==> src/rtl/cdb_arbiter_pkg.sv <==
`default_nettype none
// ============================================================================
//  Module      : cdb_arbiter_pkg
//  Description : Shared types and constants for the common-data-bus arbiter.
//                Holds the bus entry layout, requester index names and the
//                default requester count.
//  Revision    : 1.0  initial release
// ============================================================================
package cdb_arbiter_pkg;

    localparam int C_NREQ_DEFAULT = 4;
    localparam int C_DATA_W       = 32;
    localparam int C_REG_W        = 6;

    // Requester index of each execution unit
    typedef enum logic [1:0] {
        UNIT_BRANCH = 2'd0,
        UNIT_ALU    = 2'd1,
        UNIT_LS     = 2'd2,
        UNIT_MUL    = 2'd3
    } unit_e;

    // One registered common-data-bus slot
    typedef struct packed {
        logic                valid;
        logic                tag;
        logic [C_REG_W-1:0]  arn;
        logic [C_REG_W-1:0]  rrn;
        logic [C_DATA_W-1:0] data;
    } cdb_entry_t;

    // Width of an index into an n-entry vector (at least one bit)
    function automatic int idx_width(input int n);
        return (n > 1) ? $clog2(n) : 1;
    endfunction

endpackage : cdb_arbiter_pkg
`default_nettype wire

==> src/rtl/cdb_arbiter_rr_pick2.sv <==
`default_nettype none
// ============================================================================
//  Module      : rr_pick2
//  Description : Combinational round-robin picker. Scans the request vector
//                starting at ptr and wrapping, returning the first and second
//                set positions found.
//  Revision    : 1.0  initial release
// ============================================================================
module rr_pick2
    import cdb_arbiter_pkg::*;
#(
    parameter int NREQ  = C_NREQ_DEFAULT,
    parameter int PTR_W = idx_width(NREQ)
)
(
    input  logic [NREQ-1:0]  req,
    input  logic [PTR_W-1:0] ptr,
    output logic [PTR_W-1:0] first_idx,
    output logic [PTR_W-1:0] second_idx,
    output logic             first_found,
    output logic             second_found
);

    localparam logic [PTR_W:0] C_NREQ = (PTR_W+1)'(NREQ);

    logic [PTR_W:0] w_pos;

    // Walk the ring from ptr, latching the first two requesting positions
    always_comb begin
        first_idx    = '0;
        second_idx   = '0;
        first_found  = 1'b0;
        second_found = 1'b0;
        w_pos        = '0;
        for (int k = 0; k < NREQ; k++) begin
            w_pos = {1'b0, ptr} + (PTR_W+1)'(k);
            if (w_pos >= C_NREQ) begin
                w_pos = w_pos - C_NREQ;
            end
            if (req[w_pos[PTR_W-1:0]]) begin
                if (!first_found) begin
                    first_found = 1'b1;
                    first_idx   = w_pos[PTR_W-1:0];
                end else if (!second_found) begin
                    second_found = 1'b1;
                    second_idx   = w_pos[PTR_W-1:0];
                end
            end
        end
    end

endmodule : rr_pick2
`default_nettype wire

==> src/rtl/cdb_arbiter.sv <==
`default_nettype none
// ============================================================================
//  Module      : cdb_arbiter
//  Description : Grants up to two execution-unit results per cycle onto two
//                registered common data buses in round-robin order, skipping
//                tagged results while a speculative flush is active.
//  Revision    : 1.0  initial release
// ============================================================================
module cdb_arbiter
    import cdb_arbiter_pkg::*;
#(
    parameter int NREQ   = C_NREQ_DEFAULT,
    parameter int DATA_W = C_DATA_W,
    parameter int REG_W  = C_REG_W
)
(
    input  logic                        clk,
    input  logic                        reset,
    input  logic                        delete_tagged,
    input  logic [NREQ-1:0]             req,
    input  logic [NREQ-1:0]             req_tag,
    input  logic [NREQ-1:0][REG_W-1:0]  req_arn,
    input  logic [NREQ-1:0][REG_W-1:0]  req_rrn,
    input  logic [NREQ-1:0][DATA_W-1:0] req_data,
    output logic [NREQ-1:0]             grant,
    output logic                        bus1_valid,
    output logic                        bus1_tag,
    output logic [REG_W-1:0]            bus1_arn,
    output logic [REG_W-1:0]            bus1_rrn,
    output logic [DATA_W-1:0]           bus1_data,
    output logic                        bus2_valid,
    output logic                        bus2_tag,
    output logic [REG_W-1:0]            bus2_arn,
    output logic [REG_W-1:0]            bus2_rrn,
    output logic [DATA_W-1:0]           bus2_data
);

    localparam int                 C_PTR_W    = idx_width(NREQ);
    localparam logic [C_PTR_W-1:0] C_LAST_IDX = C_PTR_W'(NREQ-1);

    // Bus slots use the package entry layout, so the widths must agree
    generate
        if (DATA_W != C_DATA_W || REG_W != C_REG_W) begin : g_width_guard
            $error("cdb_arbiter: DATA_W/REG_W must match cdb_arbiter_pkg widths");
        end
    endgenerate

    logic [C_PTR_W-1:0] r_ptr;
    cdb_entry_t         r_bus1;
    cdb_entry_t         r_bus2;

    logic [NREQ-1:0]    w_elig;
    logic [C_PTR_W-1:0] w_first_idx;
    logic [C_PTR_W-1:0] w_second_idx;
    logic               w_first_found;
    logic               w_second_found;
    logic [C_PTR_W-1:0] w_last_idx;
    logic [C_PTR_W-1:0] w_ptr_nxt;
    cdb_entry_t         w_bus1_nxt;
    cdb_entry_t         w_bus2_nxt;

    // Tagged requests drop out of arbitration while a flush is signalled
    assign w_elig = req & ~({NREQ{delete_tagged}} & req_tag);

    rr_pick2 #(
        .NREQ  (NREQ),
        .PTR_W (C_PTR_W)
    ) u_pick (
        .req          (w_elig),
        .ptr          (r_ptr),
        .first_idx    (w_first_idx),
        .second_idx   (w_second_idx),
        .first_found  (w_first_found),
        .second_found (w_second_found)
    );

    // Grants are suppressed during reset so no requester believes it was accepted
    always_comb begin
        grant = '0;
        if (!reset) begin
            if (w_first_found) begin
                grant[w_first_idx] = 1'b1;
            end
            if (w_second_found) begin
                grant[w_second_idx] = 1'b1;
            end
        end
    end

    // Next pointer sits just past the last unit granted in scan order
    always_comb begin
        w_last_idx = w_second_found ? w_second_idx : w_first_idx;
        w_ptr_nxt  = (w_last_idx == C_LAST_IDX) ? '0 : w_last_idx + C_PTR_W'(1);
    end

    // Capture granted payloads; an unused slot stays all-zero so rrn reads as 0
    always_comb begin
        w_bus1_nxt = '0;
        w_bus2_nxt = '0;
        if (w_first_found) begin
            w_bus1_nxt.valid = 1'b1;
            w_bus1_nxt.tag   = req_tag[w_first_idx];
            w_bus1_nxt.arn   = req_arn[w_first_idx];
            w_bus1_nxt.rrn   = req_rrn[w_first_idx];
            w_bus1_nxt.data  = req_data[w_first_idx];
        end
        if (w_second_found) begin
            w_bus2_nxt.valid = 1'b1;
            w_bus2_nxt.tag   = req_tag[w_second_idx];
            w_bus2_nxt.arn   = req_arn[w_second_idx];
            w_bus2_nxt.rrn   = req_rrn[w_second_idx];
            w_bus2_nxt.data  = req_data[w_second_idx];
        end
    end

    // Pointer and bus registers; reset discards any entry in flight
    always_ff @(posedge clk) begin
        if (reset) begin
            r_ptr  <= '0;
            r_bus1 <= '0;
            r_bus2 <= '0;
        end else begin
            r_bus1 <= w_bus1_nxt;
            r_bus2 <= w_bus2_nxt;
            if (w_first_found) begin
                r_ptr <= w_ptr_nxt;
            end
        end
    end

    assign bus1_valid = r_bus1.valid;
    assign bus1_tag   = r_bus1.tag;
    assign bus1_arn   = r_bus1.arn;
    assign bus1_rrn   = r_bus1.rrn;
    assign bus1_data  = r_bus1.data;
    assign bus2_valid = r_bus2.valid;
    assign bus2_tag   = r_bus2.tag;
    assign bus2_arn   = r_bus2.arn;
    assign bus2_rrn   = r_bus2.rrn;
    assign bus2_data  = r_bus2.data;

endmodule : cdb_arbiter
`default_nettype wire

==> config.mk <==
export PLATFORM = sky130hd
export DESIGN_NAME = cdb_arbiter
export DESIGN_NICKNAME = d
export VERILOG_FILES = /design/src/rtl/cdb_arbiter_pkg.sv /design/src/rtl/cdb_arbiter_rr_pick2.sv /design/src/rtl/cdb_arbiter.sv
export SDC_FILE = /design/constraint.sdc
export NUM_CORES = 1
export LEC_CHECK = 0
export ABC_AREA = 0
export CORE_MARGIN = 4
export CORE_UTILIZATION = 32
export CTS_BUF_LIST = sky130_fd_sc_hd__clkbuf_4 sky130_fd_sc_hd__clkbuf_8
export CTS_CLUSTER_SIZE = 16
export DETAILED_ROUTE_END_ITERATION = 10
export GPL_TIMING_DRIVEN = 0
export PLACE_DENSITY = 0.76
export SYNTH_ARGS = -nofsm -noshare
export SYNTH_HDL_FRONTEND = slang
export SYNTH_SLANG_ARGS = --single-unit
==> constraint.sdc <==
create_clock -name clk -period 2.8 [get_ports clk]
set_input_delay 0.28 -clock clk [delete_from_list [all_inputs] [get_ports clk]]
set_output_delay 0.28 -clock clk [all_outputs]
set_load 0.005 [all_outputs]
### Yosys cells after proc, flatten, opt, wreduce, memory -nomap -nowiden

Cells that the tools add are included.

* register bits after elaboration: 94
* word-level logic and storage cells: 107
* output and inout port bits: 96
* input bits: 187

* bitwise logic cells: 6
* muxes and demuxes: 65
* eq/ne operators: 1
* order comparisons: 12
* reduce and logical (&&, ||, !) cells: 4
* add/sub/neg operators: 8

Operator list (number)
* 32-bit binary-select mux with 2-bit select: 2
* 46-bit two-way mux: 2
* 32-bit two-way mux: 2
* 6-bit binary-select mux with 2-bit select: 4
* 2-bit two-way mux: 21
* 6-bit two-way mux: 4
* 2-bit by 3-bit less-than comparator with 1-bit output, second input constant: 6
* 1-bit two-way mux: 18
* 4-bit two-way mux: 4
* 1-bit binary-select mux with 2-bit select: 6
* 3-bit >= comparator, second input constant: 3
* 4-bit bitwise AND: 2
* 2-bit by 1-bit subtractor with 2-bit output, second input constant: 4
* 2-bit by 2-bit adder with 3-bit output, second input constant: 2
* 1-bit demux with 2-bit select: 2
* 2-bit by 1-bit >= comparator with 1-bit output, second input constant: 2
* 4-bit inverter: 1
* 4-bit bitwise OR: 1
* 2-bit OR reduction: 2
* 2-bit by 1-bit adder with 3-bit output, second input constant: 1
* 2-bit by 3-bit >= comparator with 1-bit output, second input constant: 1
* 2-bit by 1-bit adder with 2-bit output, second input constant: 1
* 2-bit equality test, second input constant: 1
* 1-bit logical AND: 2
* 1-bit inverter: 2

### Logic depth before layout (Yosys ltp)

* word-level depth: 21
* gate-level depth with buffers: 14
* depth with buffers taken out: 12

### Cells and area by module

From an unflattened synthesis, not the netlist that was laid out.

* cells, all modules: 516
* area, all modules: 5669.2 um^2

Modules (own cells, without submodules)
* cdb_arbiter: cells each 431, instances 1, area an instance 5066.1 um^2
* rr_pick2: cells each 85, instances 1, area an instance 603.1 um^2

### Least setup slack after synthesis

No wires, ideal clock.

* kind: input to output
* from: in delete_tagged
* to: out grant[1]
* path buffers: 3
* cell stages on the path: 12
* data arrival time: 2645 ps
* setup slack: -125 ps
* cells stage by stage: buf_6 -> a21boi_4 -> buf_2 -> a221oi_1 -> a21oi_1 -> ha_1 -> a221oi_1 -> o41ai_2 -> nor2_1 -> buf_4 -> o21a_1 -> o31ai_1

* longest elaborated chain between the ends: 21

RTL lines
* start: declaration: RTL line cdb_arbiter.sv:19 `input logic delete_tagged,`
* 4-bit bitwise AND (*): RTL line cdb_arbiter.sv:63 `assign w_elig = req & ~({NREQ{delete_tagged}} & req_tag);`
* 4-bit inverter (*): RTL line cdb_arbiter.sv:63
* 4-bit bitwise AND (*): RTL line cdb_arbiter.sv:63
* 1-bit binary-select mux with 2-bit select: RTL line cdb_arbiter_rr_pick2.sv:40 `if (req[w_pos[PTR_W-1:0]]) begin`
* 1-bit two-way mux (implied by the code): RTL line cdb_arbiter_rr_pick2.sv:40
* 2-bit two-way mux / 1-bit two-way mux (equally long branches): RTL line cdb_arbiter_rr_pick2.sv:40
* 2-bit two-way mux / 1-bit two-way mux (equally long branches): RTL line cdb_arbiter_rr_pick2.sv:41 `if (!first_found) begin`
* 2-bit two-way mux / 1-bit two-way mux (equally long branches): RTL line cdb_arbiter_rr_pick2.sv:40
* [5 not listed]
* 1-bit logical AND (implied by the code) / 2-bit two-way mux (equally long branches): RTL line cdb_arbiter.sv:82, cdb_arbiter_rr_pick2.sv:40
* 1-bit two-way mux (implied by the code) (tied with other cells): RTL line cdb_arbiter.sv:82 `grant[w_first_idx] = 1'b1;`
* 1-bit demux with 2-bit select / 1-bit logical AND (equally long branches): RTL line cdb_arbiter.sv:82, cdb_arbiter.sv:85
* 4-bit two-way mux / 1-bit two-way mux (equally long branches): RTL line cdb_arbiter.sv:81, cdb_arbiter.sv:85
* 4-bit two-way mux / 1-bit demux with 2-bit select (equally long branches): RTL line cdb_arbiter.sv:80, cdb_arbiter.sv:85
* 4-bit bitwise OR (no line)
* 4-bit two-way mux (*): RTL line cdb_arbiter.sv:84 `if (w_second_found) begin`
* 4-bit two-way mux (*): RTL line cdb_arbiter.sv:80 `if (!reset) begin`
* end: declaration: RTL line cdb_arbiter.sv:25 `output logic [NREQ-1:0] grant,`

Every way passes the cells marked *; elsewhere a longest branch is shown, timed or not. The select of a mux whose other input is x is not followed.

### Worst setup path after layout

* from: reg r_ptr[0]
* to: out grant[1]

* longest elaborated chain between the ends: 20

RTL lines
* start: declaration: RTL line cdb_arbiter.sv:48 `logic [C_PTR_W-1:0] r_ptr;`
* start signal: assignment: RTL line cdb_arbiter.sv:126 `r_ptr <= w_ptr_nxt;`
* branches (longest 18 deep; another with 2-bit by 1-bit adder with 3-bit output)
* 4-bit two-way mux (*): RTL line cdb_arbiter.sv:84
* 4-bit two-way mux (*): RTL line cdb_arbiter.sv:80

Mark *: on every way between the ends. The select of a mux whose other input is x is not followed.

==> metrics.md <==
| Metric | Value |
|---|---|
| Unique masters post-synth | 62 |
| Cell-internal power | 6.27 mW |
| Final Skew | 0.0133 ns |
| P_leak | 4.14 nW |
| Number of synthesized flops with an enable pin | 0 |
| Endpoints failing hold | 0 |
| Sw Ratio | 42.5% |
| Synthesized area | 6780 sq um |
| Setup WS post-layout | -0.377 ns |
| Peak Freq | 315 MHz |
| Multi-input logic area | 4740 sq um |
| CTS Sinks | 94 |
| Vias post-DR | 8,464 |
| Core area | 20,600 sq um |
| Detail Route Antenna Nets | 0 |
| CTS tree | yes |
| Crit path kind | reg -> out |
| Worst setup SP type | register |
| Clk pwr share | 8.4% |
| Status | complete, but fails checks |
| Full die area | 23,600 sq um |
| Type of the worst min-delay path | in -> reg |
| Final period util | 113% |
| Hold Path Sink | bus1_tag$_SDFF_PP0_ |
| Filler cell count | 1,891 |
| Seq pwr share | 17.6% |
| Overall Power | 10.9 mW |
| Worst Hold Launch | req_tag[3] |
| Crit path max fanout | 5 |
| Final HPWL from detailed placement | 22.8 mm |
| Post-synth ARST share | 0% |
| Syn nets | 985 |
| H-tree levels | 3 |
| Wire per inst | 22.8 microns |
| # setup viols final | 84 |
| Clock-pin transition on the worst setup and hold timing paths | 0.09 ns |
| Period minus WS final | 3.18 ns |
| FF-to-FF setup slack | -0.16 ns |
| Cells after Synth | 796 |
| Initial antenna violation count | 0 |
| Vias per cell | 5.96 |
| RR Endpoint | bus2_data[16]$_SDFF_PP0_ |
| Synthesis warning total | 0 |
| Initial Utilization | 33.0% |
| Hold Path Cell Cnt | 3 |
| Main synth FF type | dfxtp_1 |
| CTS Buffer Depth | 2 |
| Failing checks | negative setup slack |
| Hold_ws | 0.450 ns |
| Largest net degree at the start of global routing | 17 |
| DIE HEIGHT | 154 microns |
| Worst Tran Pin Value | 0.717 ns |
| Grt ovf | 0 |
| Layout area overhead | 66.0% |
| Vias in the first global route | 8,663 |
| CTS root buf | clkbuf_8 |
| Share of cells above drive strength 1 | 17.1% |
| Seq/Total Area, Yosys | 27.7% |
| Nets | 1,333 |
| Skew-Pair Late Insertion Delay | 0.40 ns |
| Rows | 52 |
| RSZ-0062 raised after global routing | yes |
| Place WS | -1.70 ns |
| Worst reg2reg path depth | 16 |
| CTS buffer count | 9 |
| Final WL | 32.4 mm |
| Slew headroom | 52.2% |
| Max Cap Viol | 0 |
| Max Slew Vio Count | 0 |
| Crit end category | primary output |
| DRT iter0 DRCs | 655 |
| Global-route wire length before repair | 49.0 mm |
| Combinational power share | 74.0% |
| Gpl congestion | 0.925 |
| Top-Level Pins | 283 |
| DRC Markers | 0 |
| PortBufs | 281 |
| DRT Pass-1 Iters | 5 |
| Seq cells post-synth | 94 |
| Register Area | 1890 sq um |
| Peak VDD IR | 424 uV |
| ANT cells | 0 |
| Worst R2R Start | r_ptr[0]$_SDFFE_PP0N_ |
| Worst Path Required | 2.52 ns |
| Avg Inst Size Synth | 8.52 sq um |
| GRT Total Usage | 25.8% |
| Die X | 154 microns |
| CP arrival | 2.90 ns |
| Net Switching | 4.64 mW |
| Pwr dens | 970 nW/um^2 |
## Yosys cell counts (3+ instances only)
cell	number	area share (%)
a211o_1	3	0.39
a211oi_1	91	10
a21bo_2	3	0.44
a21oi_1	8	0.59
a221oi_1	5	0.65
a22o_1	3	0.39
a22oi_1	90	10
and3_1	43	4.0
buf_2	31	2.3
buf_4	11	1.2
buf_6	4	0.66
clkbuf_1	31	1.7
dfxtp_1	94	28
inv_1	3	0.17
inv_2	3	0.17
mux2i_1	93	14
nand2_1	99	5.5
nand3_1	5	0.37
nor2_1	18	1.0
nor2b_1	46	4.2
nor3_1	7	0.52
o211ai_1	43	4.8
o21ai_0	10	0.74
## metal layers
layer / vias to the layer above / track usage (%) / share of wire (%)
met5: - / 0 / 0
met4: 0 / 10.3 / 3.3
met3: 96 / 6.35 / 9.5
met2: 557 / 43.6 / 48
met1: 4044 / 31.5 / 39
li1: 3767 / - / -
## power groups by stage
| stage | Clock (mW) | Sequential, mW | Combinational, mW |
|---|---|---|---|
| 2_1_floorplan | 0 | 1.94 | 3.57 |
| 3_3_place_gp | 0 | 1.92 | 5.97 |
| 3_5_place_dp | 0 | 1.92 | 6.04 |
| 4_1_cts | 0.945 | 1.89 | 7.75 |
| 5_1_grt | 0.980 | 1.95 | 8.54 |
| 6_report | 0.918 | 1.92 | 8.08 |
## per-stage QoR
step / area, sq um / cells / setup TNS (ns) / utilization, %
final: 11300 / 1419 / -6.99 / 54.8
after global routing: 11300 / 1419 / -16.01 / 54.8
after CTS: 11000 / 1411 / -6.95 / 53.6
after detailed placement: 9970 / 1347 / -106.14 / 48.5
after global placement: 9970 / 1347 / -107.00 / 48.5
after floorplan: 6820 / 796 / -0.0185 / -
## worst max path at each step
stage / end / slack [ns] / startpoint
after floorplan: grant[1] / -0.02 / delete_tagged
after global placement: grant[2] / -1.70 / req_tag[1]
after detailed placement: grant[2] / -1.70 / req_tag[1]
after CTS: grant[3] / -0.45 / r_ptr[0]$_SDFFE_PP0N_
after global routing: grant[1] / -0.47 / r_ptr[0]$_SDFFE_PP0N_
final: grant[1] / -0.38 / r_ptr[0]$_SDFFE_PP0N_
## kinds of logic (layout without fill, tap and decap cells)
family                     count (synthesis)  count (layout)  share of synthesized area, %
muxes                                     98              98                          15.1
and+or+nand+nor                          232             232                          17.7
adders and majority gates                  3               3                         0.516
xor gates and xnor gates                   1               1                         0.129
buffers and inverters                     83             436                          6.22
DFF                                       94              94                          27.7
AOI/OAI and AO/OA                        285             285                          32.6
## critical path, cell delays in order (launching register included)
cell and delay (ns):
dfxtp_4 0.46, inv_12 0.04, mux2i_4 0.20, a21oi_4 0.20, ha_4 0.19, inv_4 0.05, a221oi_2 0.18, o21a_1 0.19
o41ai_4 0.10, buf_4 0.17, buf_12 0.13, or3_4 0.37, o31ai_4 0.06, buf_2 0.16
## flip-flops by register name, summed over array words and instances (netlist names)
| name | flops |
|---|---|
| bus2_arn | 6 |
| bus2_valid | 1 |
| bus1_tag | 1 |
| bus1_rrn | 6 |
| bus1_arn | 6 |
| r_ptr | 2 |
| bus2_rrn | 6 |
| bus2_tag | 1 |
| bus1_data | 32 |
| bus1_valid | 1 |
| bus2_data | 32 |
## cells in the final DEF, fill, tap and decap left out, types with 4 or more instances in the layout
cell type,Yosys,layout
a21oi_1,8,6
clkbuf_2,0,13
clkbuf_8,0,11
o21ai_1,0,4
dfxtp_1,94,92
buf_12,0,13
nand3_1,5,5
buf_6,4,23
buf_4,11,48
o211ai_1,43,43
nor2b_1,46,45
a21boi_4,2,4
buf_2,31,13
buf_8,0,5
nand2_1,99,98
clkdlybuf4s50_1,0,270
clkbuf_1,31,14
a211oi_1,91,86
mux2i_1,93,92
nor3_1,7,6
o21ai_0,10,5
a211oi_2,0,5
and3_1,43,40
nor2_1,18,17
a22oi_1,90,90
## cell type report
type | count | share of cell area [%]
multi-input cells | 619 | 42.1
flip-flops and latches | 94 | 16.8
clock buffers | 10 | 1.22
repair buffers | 342 | 30.6
well taps | 270 | 3.00
clock inverters | 6 | 0.411
plain buffers | 72 | 5.63
inverters | 6 | 0.333
## what timing repair did
item | in CTS | in global routing
setup buffers | 48 | 11
endpoints found under the hold margin | 0 | 0
setup endpoints to repair | 96 | 95
pin swaps | 38 | 57
hold buffers | 0 | 0
gates resized for setup | 134 | 58
cloned | 3 | 1
Note: power is estimated with default switching activity, not from simulation.
